[config.mk]
export PLATFORM = sky130hd
export DESIGN_NAME = alu_pipe
export DESIGN_NICKNAME = d
export VERILOG_FILES = /design/src/rtl/alu_pipe_pkg.sv /design/src/rtl/alu_core.sv /design/src/rtl/alu_pipe.sv
export SDC_FILE = /design/constraint.sdc
export NUM_CORES = 1
export LEC_CHECK = 0
export BUFFER_PORTS_ARGS = -buffer_cell sky130_fd_sc_hd__buf_4
export CAP_MARGIN = 20
export CORE_AREA = 2 2 156 158
export CTS_CLUSTER_SIZE = 30
export DETAILED_ROUTE_END_ITERATION = 10
export DIE_AREA = 0 0 158 160
export HOLD_SLACK_MARGIN = 0.03
export PLACE_DENSITY = 0.55
export SYNTH_ARGS = -nofsm -noshare
export SYNTH_HDL_FRONTEND = slang
export SYNTH_SLANG_ARGS = --single-unit
[constraint.sdc]
create_clock -name clk -period 32 [get_ports clk]
set_input_delay 4.8 -clock clk [delete_from_list [all_inputs] [get_ports clk]]
set_output_delay 4.8 -clock clk [all_outputs]
set_load 0.01 [all_outputs]
[src/rtl/alu_pipe_pkg.sv]
// alu_pipe_pkg: opcode encoding and status-flag bundle
// shared by the pipelined ALU and its combinational core.
package alu_pipe_pkg;

  typedef enum logic [3:0] {
    OP_ADD  = 4'h0,
    OP_SUB  = 4'h1,
    OP_MUL  = 4'h2,
    OP_DIV  = 4'h3,
    OP_SHL  = 4'h4,
    OP_SHR  = 4'h5,
    OP_ROTL = 4'h6,
    OP_ROTR = 4'h7,
    OP_AND  = 4'h8,
    OP_OR   = 4'h9,
    OP_XOR  = 4'hA,
    OP_NOR  = 4'hB,
    OP_NAND = 4'hC,
    OP_XNOR = 4'hD,
    OP_GT   = 4'hE,
    OP_EQ   = 4'hF
  } alu_op_e;

  typedef struct packed {
    logic carry;
    logic zero;
    logic ovf;
    logic dz;
  } alu_flags_t;

endpackage

[src/rtl/alu_core.sv]
// alu_core: combinational evaluation of one ALU op
// (operands + opcode -> result and status flags).
module alu_core
  import alu_pipe_pkg::*;
#(
  parameter int WIDTH = 8
) (
  input  logic [WIDTH-1:0] a_i,
  input  logic [WIDTH-1:0] b_i,
  input  alu_op_e          sel_i,
  output logic [WIDTH-1:0] result_o,
  output alu_flags_t       flags_o
);

  localparam int SW = $clog2(WIDTH);

  logic [SW-1:0]    n;
  logic [SW:0]      n_inv;
  logic [WIDTH:0]   sum;
  logic [WIDTH:0]   diff;
  logic [WIDTH:0]   shl_w;
  logic [WIDTH:0]   shr_w;
  logic [WIDTH-1:0] res;
  logic             carry;
  logic             ovf;
  logic             dz;

  assign n     = b_i[SW-1:0];
  assign n_inv = (SW+1)'(WIDTH) - {1'b0, n};
  assign sum   = {1'b0, a_i} + {1'b0, b_i};
  assign diff  = {1'b0, a_i} - {1'b0, b_i};
  // extra bit catches the last bit shifted out; n==0 leaves it 0
  assign shl_w = {1'b0, a_i} << n;
  assign shr_w = {a_i, 1'b0} >> n;

  always_comb begin
    res   = '0;
    carry = 1'b0;
    ovf   = 1'b0;
    dz    = 1'b0;
    unique case (sel_i)
      OP_ADD: begin
        res   = sum[WIDTH-1:0];
        carry = sum[WIDTH];
        ovf   = (a_i[WIDTH-1] == b_i[WIDTH-1]) &&
                (sum[WIDTH-1] != a_i[WIDTH-1]);
      end
      OP_SUB: begin
        res   = diff[WIDTH-1:0];
        carry = diff[WIDTH];
        ovf   = (a_i[WIDTH-1] != b_i[WIDTH-1]) &&
                (diff[WIDTH-1] != a_i[WIDTH-1]);
      end
      OP_MUL: res = a_i * b_i;
      OP_DIV: begin
        dz  = (b_i == '0);
        res = dz ? '1 : a_i / b_i;
      end
      OP_SHL: begin
        res   = shl_w[WIDTH-1:0];
        carry = shl_w[WIDTH];
      end
      OP_SHR: begin
        res   = shr_w[WIDTH:1];
        carry = shr_w[0];
      end
      OP_ROTL: res = (a_i << n) | (a_i >> n_inv);
      OP_ROTR: res = (a_i >> n) | (a_i << n_inv);
      OP_AND:  res = a_i & b_i;
      OP_OR:   res = a_i | b_i;
      OP_XOR:  res = a_i ^ b_i;
      OP_NOR:  res = ~(a_i | b_i);
      OP_NAND: res = ~(a_i & b_i);
      OP_XNOR: res = ~(a_i ^ b_i);
      OP_GT:   res = {{(WIDTH-1){1'b0}}, a_i > b_i};
      OP_EQ:   res = {{(WIDTH-1){1'b0}}, a_i == b_i};
    endcase
  end

  assign result_o = res;
  assign flags_o  = {carry, res == '0, ovf, dz};

endmodule

[src/rtl/alu_pipe.sv]
// alu_pipe: two-stage valid/ready ALU pipeline with status
// flags and a saturating count of consumed results.
module alu_pipe
  import alu_pipe_pkg::*;
#(
  parameter int WIDTH = 8,
  parameter int CNT_W = 16
) (
  input  logic             clk,
  input  logic             rst_n,
  input  logic             in_valid,
  output logic             in_ready,
  input  logic [WIDTH-1:0] in_a,
  input  logic [WIDTH-1:0] in_b,
  input  logic [3:0]       in_sel,
  output logic             out_valid,
  input  logic             out_ready,
  output logic [WIDTH-1:0] out_result,
  output logic             out_carry,
  output logic             out_zero,
  output logic             out_ovf,
  output logic             out_dz,
  output logic [CNT_W-1:0] op_count
);

  logic             s1_valid_q;
  logic [WIDTH-1:0] s1_a_q;
  logic [WIDTH-1:0] s1_b_q;
  alu_op_e          s1_sel_q;
  logic             s2_valid_q;
  logic [WIDTH-1:0] s2_res_q;
  alu_flags_t       s2_flags_q;
  logic [CNT_W-1:0] cnt_q;
  logic [CNT_W-1:0] cnt_d;

  logic [WIDTH-1:0] core_res;
  alu_flags_t       core_flags;
  logic             s1_en;
  logic             s2_en;
  logic             out_fire;

  assign s2_en    = !s2_valid_q || out_ready;
  assign s1_en    = !s1_valid_q || s2_en;
  assign in_ready = s1_en;
  assign out_fire = s2_valid_q && out_ready;

  alu_core #(
    .WIDTH(WIDTH)
  ) u_core (
    .a_i      (s1_a_q),
    .b_i      (s1_b_q),
    .sel_i    (s1_sel_q),
    .result_o (core_res),
    .flags_o  (core_flags)
  );

  always_comb begin
    cnt_d = cnt_q;
    if (out_fire && cnt_q != '1)
      cnt_d = cnt_q + 1'b1;
  end

  always_ff @(posedge clk or negedge rst_n) begin
    if (!rst_n) begin
      s1_valid_q <= 1'b0;
      s1_a_q     <= '0;
      s1_b_q     <= '0;
      s1_sel_q   <= OP_ADD;
      s2_valid_q <= 1'b0;
      s2_res_q   <= '0;
      s2_flags_q <= '0;
      cnt_q      <= '0;
    end else begin
      if (s1_en)
        s1_valid_q <= in_valid;
      if (s1_en && in_valid) begin
        s1_a_q   <= in_a;
        s1_b_q   <= in_b;
        s1_sel_q <= alu_op_e'(in_sel);
      end
      if (s2_en)
        s2_valid_q <= s1_valid_q;
      if (s2_en && s1_valid_q) begin
        s2_res_q   <= core_res;
        s2_flags_q <= core_flags;
      end
      cnt_q <= cnt_d;
    end
  end

  assign out_valid  = s2_valid_q;
  assign out_result = s2_res_q;
  assign out_carry  = s2_flags_q.carry;
  assign out_zero   = s2_flags_q.zero;
  assign out_ovf    = s2_flags_q.ovf;
  assign out_dz     = s2_flags_q.dz;
  assign op_count   = cnt_q;

endmodule

# Word-level counts from Yosys, hierarchy flattened
# Cells that the tools add are included.
[totals]
reg_bits = 50
in_bits = 24
out_inout_bits = 30
word_cells = 71
[classes]
n_addsub = 4
mul = 1
n_div = 1
n_lt_le_gt_ge = 1
n_eq_ne = 21
n_shift = 6
mux = 5
n_bitwise = 8
n_reduce_logical = 13
[ops]
columns = ["operator", "n"]
rows = [
  ["one-hot mux 8 bit (16 select lines)", 1],
  ["== test 4 bit (second input constant)", 8],
  ["inverter 8 bit", 3],
  ["OR 8 bit", 3],
  ["adder 16 x 1 -> 16 bit (second input constant)", 1],
  ["== test 4 x 3 -> 1 bit (second input constant)", 4],
  ["zero test 8 bit", 2],
  ["!= test 16 bit (second input constant)", 1],
  ["adder 8 x 8 -> 9 bit", 1],
  ["left shift 8 x 3 -> 9 bit", 1],
  ["right shift 9 x 3 -> 9 bit", 1],
  ["subtractor 8 x 8 -> 9 bit", 1],
  ["bitwise AND 8 bit", 1],
  ["divider 8 x 8 -> 8 bit", 1],
  ["== test 4 x 2 -> 1 bit (second input constant)", 2],
  ["== test 8 bit", 1],
  ["greater-than comparator 8 bit", 1],
  ["multiplier 8 x 8 -> 8 bit", 1],
  ["2-to-1 mux 8 bit", 1],
  ["left shift 8 x 3 -> 8 bit", 1],
  ["left shift 8 x 4 -> 8 bit", 1],
  ["right shift 8 x 3 -> 8 bit", 1],
  ["right shift 8 x 4 -> 8 bit", 1],
  ["XOR 8 bit", 1],
  ["11 further kinds", 20],
]

# Depth between registers and ports, before layout
[logic_depth]
ltp_word = 5
depth_mapped = 53
ltp_nobuf = 51

# Cells and area by module
# A second synthesis with hierarchy kept.
[unflattened]
hier_cells = 834
area_unflattened_um2 = 7208.2
[modules_own_cells]
columns = ["module", "instances", "cells_per_inst", "area_each_um2", "seq_area_each_um2"]
rows = [
  ["alu_core", 1, 688, 5128.7, 0.0],
  ["alu_pipe", 1, 146, 2079.5, 1251.2],
]

# Worst setup path before layout
# Ideal clock, no wire load.
[synth_timing]
kind = "register to register"
from = "register s1_b_q[0]"
to = "register s2_flags_q, in the netlist out_zero"
setup_time_ns = 0.095
arrival_ns = 10.596
required_ns = 31.905
slack_ns = 21.309
path_stages_with_launch = 48
path_buffers = 4
period_less_slack_ns = 10.691
cell_sequence = "dfrtp_1 -> buf_2 -> buf_2 -> inv_1 -> ha_1 -> a21oi_1 -> a21oi_1 -> ha_1 -> o21a_1 -> o311ai_0 -> a21oi_1 -> ha_1 -> o211a_1 -> o311a_4 -> nor2_1 -> a21oi_2 -> ha_1 -> o21a_1 -> [... 12 more ...] -> clkbuf_1 -> mux2i_1 -> ha_1 -> o21a_1 -> o21a_1 -> o21a_1 -> o311a_1 -> a311oi_1 -> buf_2 -> mux2_2 -> ha_1 -> nand4_1 -> a21oi_1 -> o31ai_1 -> a21oi_1 -> a211oi_1 -> nand3_1 -> o31ai_1"
[synth_between]
elab_chain_len = 5
elab_cells_between_ends = 25
cone_classes = "add/sub (3); mul (1); div (1); order compare (1); eq/ne (1); shift (6); mux (2); bitwise (8); reduce/logical (2)"
[synth_rtl]
columns = ["item", "line", "rtl"]
rows = [
  ["start, declared", "alu_pipe.sv:28", "logic [WIDTH-1:0] s1_b_q;"],
  ["start signal, assigned", "alu_pipe.sv:78", "s1_b_q <= in_b;"],
  ["branches (longest 3 deep; another with divider 8 x 8 -> 8 bit)", "--", ""],
  ["one-hot mux 8 bit (16 select lines) *", "alu_core.sv:41", "unique case (sel_i)"],
  ["zero test 8 bit *", "alu_core.sv:81", "assign flags_o = {carry, res == '0, ovf, dz};"],
  ["end signal, assigned", "alu_pipe.sv:85", "s2_flags_q <= core_flags;"],
  ["end, declared", "alu_pipe.sv:32", "alu_flags_t s2_flags_q;"],
]
# Every way passes the cells marked *.
# A chain may end at the register's enable or synchronous reset.

# Worst setup path after layout
# Same ends and word-level chain as after synthesis.

==> key figures <==
Critical path
  • Required time worst endpoint: 32.22 ns
  • Crit Path Max Fanout: 26
  • Critical path's slowest cell: dfrtp_1
  • Crit end category: flip-flop
  • R2R depth: 44
  • Kind of critical path: reg -> reg
  • Most used cell, CP: ha_1
  • Critical Path AT: approximately 13 ns
  • Crit path to: out_zero$_DFFE_PN0P_
  • Crit path launch type: flip-flop
  • R2R Path End: out_zero$_DFFE_PN0P_
  • CP max stage delay: 0.95 ns
  • Critical path origin: s1_b_q[0]$_DFFE_PN0P_
  • RR Startpoint: s1_b_q[0]$_DFFE_PN0P_
  • Flop-to-flop setup slack: 19.58 ns

STA
  • Layout Skew: 0.01255 ns
  • Worst relative slew slack: 0.3307
  • Sum Neg Setup Slack: 0 ns
  • Final Hold Slack: 0.4869 ns
  • Crit share post-route: 0.3882
  • Fmax achieved: 0.08051 GHz
  • Fin crit period: 12.42 ns
  • Hold Vio Cnt, Final: 0
  • RSZ-0062 raised after global routing: false
  • # setup viols final: 0
  • Pins over their slew limit: 0
  • Slew @ Worst Pin: 0.9786 ns

Routing
  • Initial DRC Count: just under 600
  • Vias/cell: between 5 and 6
  • Antenna Violating Nets Remaining: 0
  • Routed WL: 23,730 µm
  • DRC: 0
  • Pre-antenna DRT Iters: 5
  • WL per Instance: 20.22 µm
  • Vias: 6,469

Global routing
  • First-pass GRT wire length: 36,520 µm
  • Vias in the first global route: 6,232
  • Initial antenna violation count: 0
  • Largest net degree at the start of global routing: 51
  • All-layer global routing usage: 0.1875
  • Total gr overflow: 0

Clock tree
  • CTS sink cnt: 50
  • Clock Pin Slew Worst Setup and Hold Paths: 0.08 ns
  • CTS tree: built
  • # hold bufs at CTS: 0
  • Clk Latency, worst-skew pair: around 0.31 ns
  • Postcts setup bufs: 0
  • Cts repair resizes: 0
  • H-Tree Depth: 2
  • Worst-case clock buffer depth: 2
  • Number of buffers created by CTS: 5
  • Clock root cell: clkbuf_16

Synthesis
  • YS warnings: 0
  • Post-synth EDFFs: 0
  • Distinct cells, synth: 81
  • Netlist Area Pre-Place: 6975 µm²
  • Avg Inst Size Synth: 8.465 µm²
  • Synthesized net count: 944
  • Sequential fraction of the synthesis area: 0.1794
  • Async set-reset flop share out of synthesis: 1.000
  • Predominant post-synthesis flop cell: dfrtp_1
  • Synthesis-stage register bit count: 50
  • Mapped Cells: 824

Cells and area
  • Post-Layout Cell Count: 1,174
  • Layout cells sized above 1: 0.1647
  • Nets: 969
  • Antenna diode count: 0
  • Area grow syn2layout: 12.52%
  • Fill cells: 2,535
  • Finished Core Util: 0.3295

Placed design
  • I/O Buffers: between 50 and 60
  • Placed Cells incl. Taps: 1,166
  • Final HPWL DP: about 18,000 µm
  • Final Wtd Congestion: between 0.9 and 1

Power and ir drop
  • Lkg Pwr: 3.457 nW
  • Max VDD drop: about 0.000031 V
  • Pwr dens: 68.56 nW/µm²
  • Tot Pwr: 0.5382 mW

Job
  • Max Cap Viol: 0

Floorplan
  • Die Wd: ~160 µm
  • Core Box Area: 23,820 µm²
  • Die H: 160 µm
  • Die area: 25,280 µm²
  • Starting Density: 0.2928
  • I/O pins: 54
  • Rows: 57

Status
  • Status: completed

Hold path
  • Hold WC Path Type: reg -> reg
-- cell usage after synthesis (all sizes together), types with 4 or more instances --
| cell | count | area share |
|---|---|---|
| a2111oi | 6 | 0.0075 |
| a211oi | 9 | 0.0097 |
| a21o | 9 | 0.0097 |
| a21oi | 42 | 0.031 |
| a32oi | 5 | 0.0063 |
| buf | 17 | 0.012 |
| clkbuf | 30 | 0.016 |
| dfrtp | 50 | 0.18 |
| fa | 14 | 0.040 |
| ha | 82 | 0.15 |
| inv | 54 | 0.029 |
| mux2 | 47 | 0.078 |
| mux2i | 17 | 0.024 |
| mux4 | 6 | 0.019 |
| nand2 | 65 | 0.035 |
| nand2b | 10 | 0.0090 |
| nand3 | 25 | 0.018 |
| nand4 | 13 | 0.012 |
| nand4b | 4 | 0.0050 |
| nor2 | 75 | 0.040 |
| nor2b | 5 | 0.0045 |
| nor3 | 19 | 0.014 |
| nor4 | 7 | 0.0084 |
| nor4bb | 5 | 0.0072 |
| o2111ai | 5 | 0.0063 |
| o211ai | 7 | 0.0083 |
| o21a | 11 | 0.012 |
| o21ai | 27 | 0.019 |
| o21bai | 5 | 0.0054 |
| o22ai | 9 | 0.0081 |
| o31ai | 7 | 0.0075 |
| or2 | 8 | 0.0072 |
| or3 | 7 | 0.0063 |
| xnor2 | 41 | 0.053 |
| xor2 | 14 | 0.018 |
-- area by class of cell --
| cell class | instances | area, µm² | area share |
|---|---|---|---|
| Tap cell | 324 | 405.4 | 0.05165 |
| Sequential cell | 50 | 1251 | 0.1594 |
| Clock buffer | 6 | 138.9 | 0.01769 |
| Timing Repair Buffer | 65 | 508.0 | 0.06472 |
| Inverter | 55 | 206.4 | 0.02630 |
| Multi-Input combinational cell | 672 | 5326 | 0.6786 |
| Clock inverter | 2 | 12.51 | 0.001594 |
-- flip-flops by register name (all words and copies together) (netlist names), 4 cells and up --
register / cells
s1_sel_q: 4
out_result: 8
s1_a_q: 8
op_count: 16
s1_b_q: 8
-- cells in the final DEF (no fill, tap or decap), drive strengths merged, types with 9 or more instances in the layout --
cell / instances
ha: 82
nor2: 75
nand2: 65
buf: 65
inv: 54
dfrtp: 50
mux2: 47
a21oi: 42
xnor2: 41
o21ai: 27
nand3: 25
nor3: 19
mux2i: 17
xor2: 14
fa: 14
nand4: 13
o21a: 11
nand2b: 10
a211oi: 9
a21o: 9
o22ai: 9
-- power by group --
group          internal, mW  total [mW]  switching, mW
Combinational         0.166       0.381          0.215
Sequential           0.0760      0.0989         0.0229
Clock                0.0311      0.0579         0.0268
Total                 0.274       0.538          0.265
-- routing by layer --
metal  vias to the layer above  part of all wire  global-route usage
met5                         -                 0                   0
met4                         0             0.029             0.05487
met3                        47             0.085             0.04478
met2                       281              0.42              0.2731
met1                      3088              0.46              0.2736
li1                       3053                 -                   -
-- stage by stage --
step | setup WS, ns | cell area [µm²]
CTS | 19.77 | 7849
finish | 19.58 | 7849
floorplan | 21.31 | 6975
global placement | 20.24 | 7670
detailed placement | 19.82 | 7697
global route | 18.74 | 7849
-- how the worst min path moves through the flow --
stage,from,cells past startpoint,to
floorplan,s1_valid_q$_DFFE_PN0N_,1,out_valid$_DFFE_PN0P_
global placement,out_ovf$_DFFE_PN0P_,2,out_ovf$_DFFE_PN0P_
detailed placement,out_result[2]$_DFFE_PN0P_,2,out_result[2]$_DFFE_PN0P_
global route,s1_valid_q$_DFFE_PN0N_,1,out_valid$_DFFE_PN0P_
finish,s1_valid_q$_DFFE_PN0N_,1,out_valid$_DFFE_PN0P_
CTS,s1_valid_q$_DFFE_PN0N_,1,out_valid$_DFFE_PN0P_
-- kinds of logic after synthesis --
kind of cell             synth area share
AND/OR/NAND/NOR                    0.1874
AO/OA/AOI/OAI                      0.1896
buffers and inverters             0.05794
adder cells (fa/ha/maj)            0.1873
multiplexers                       0.1218
XOR/XNOR                          0.07659
flip-flops                         0.1794
-- critical path: cells and delay by family, from the launching register on --
kind	cells	cell delay (ns)
compound gates	28	6.76
fa+ha+maj	8	2.65
mux	3	0.97
flops	1	0.95
simple gates	4	0.50
buf+inv	1	0.46
Power figures use the tool's default switching activity.
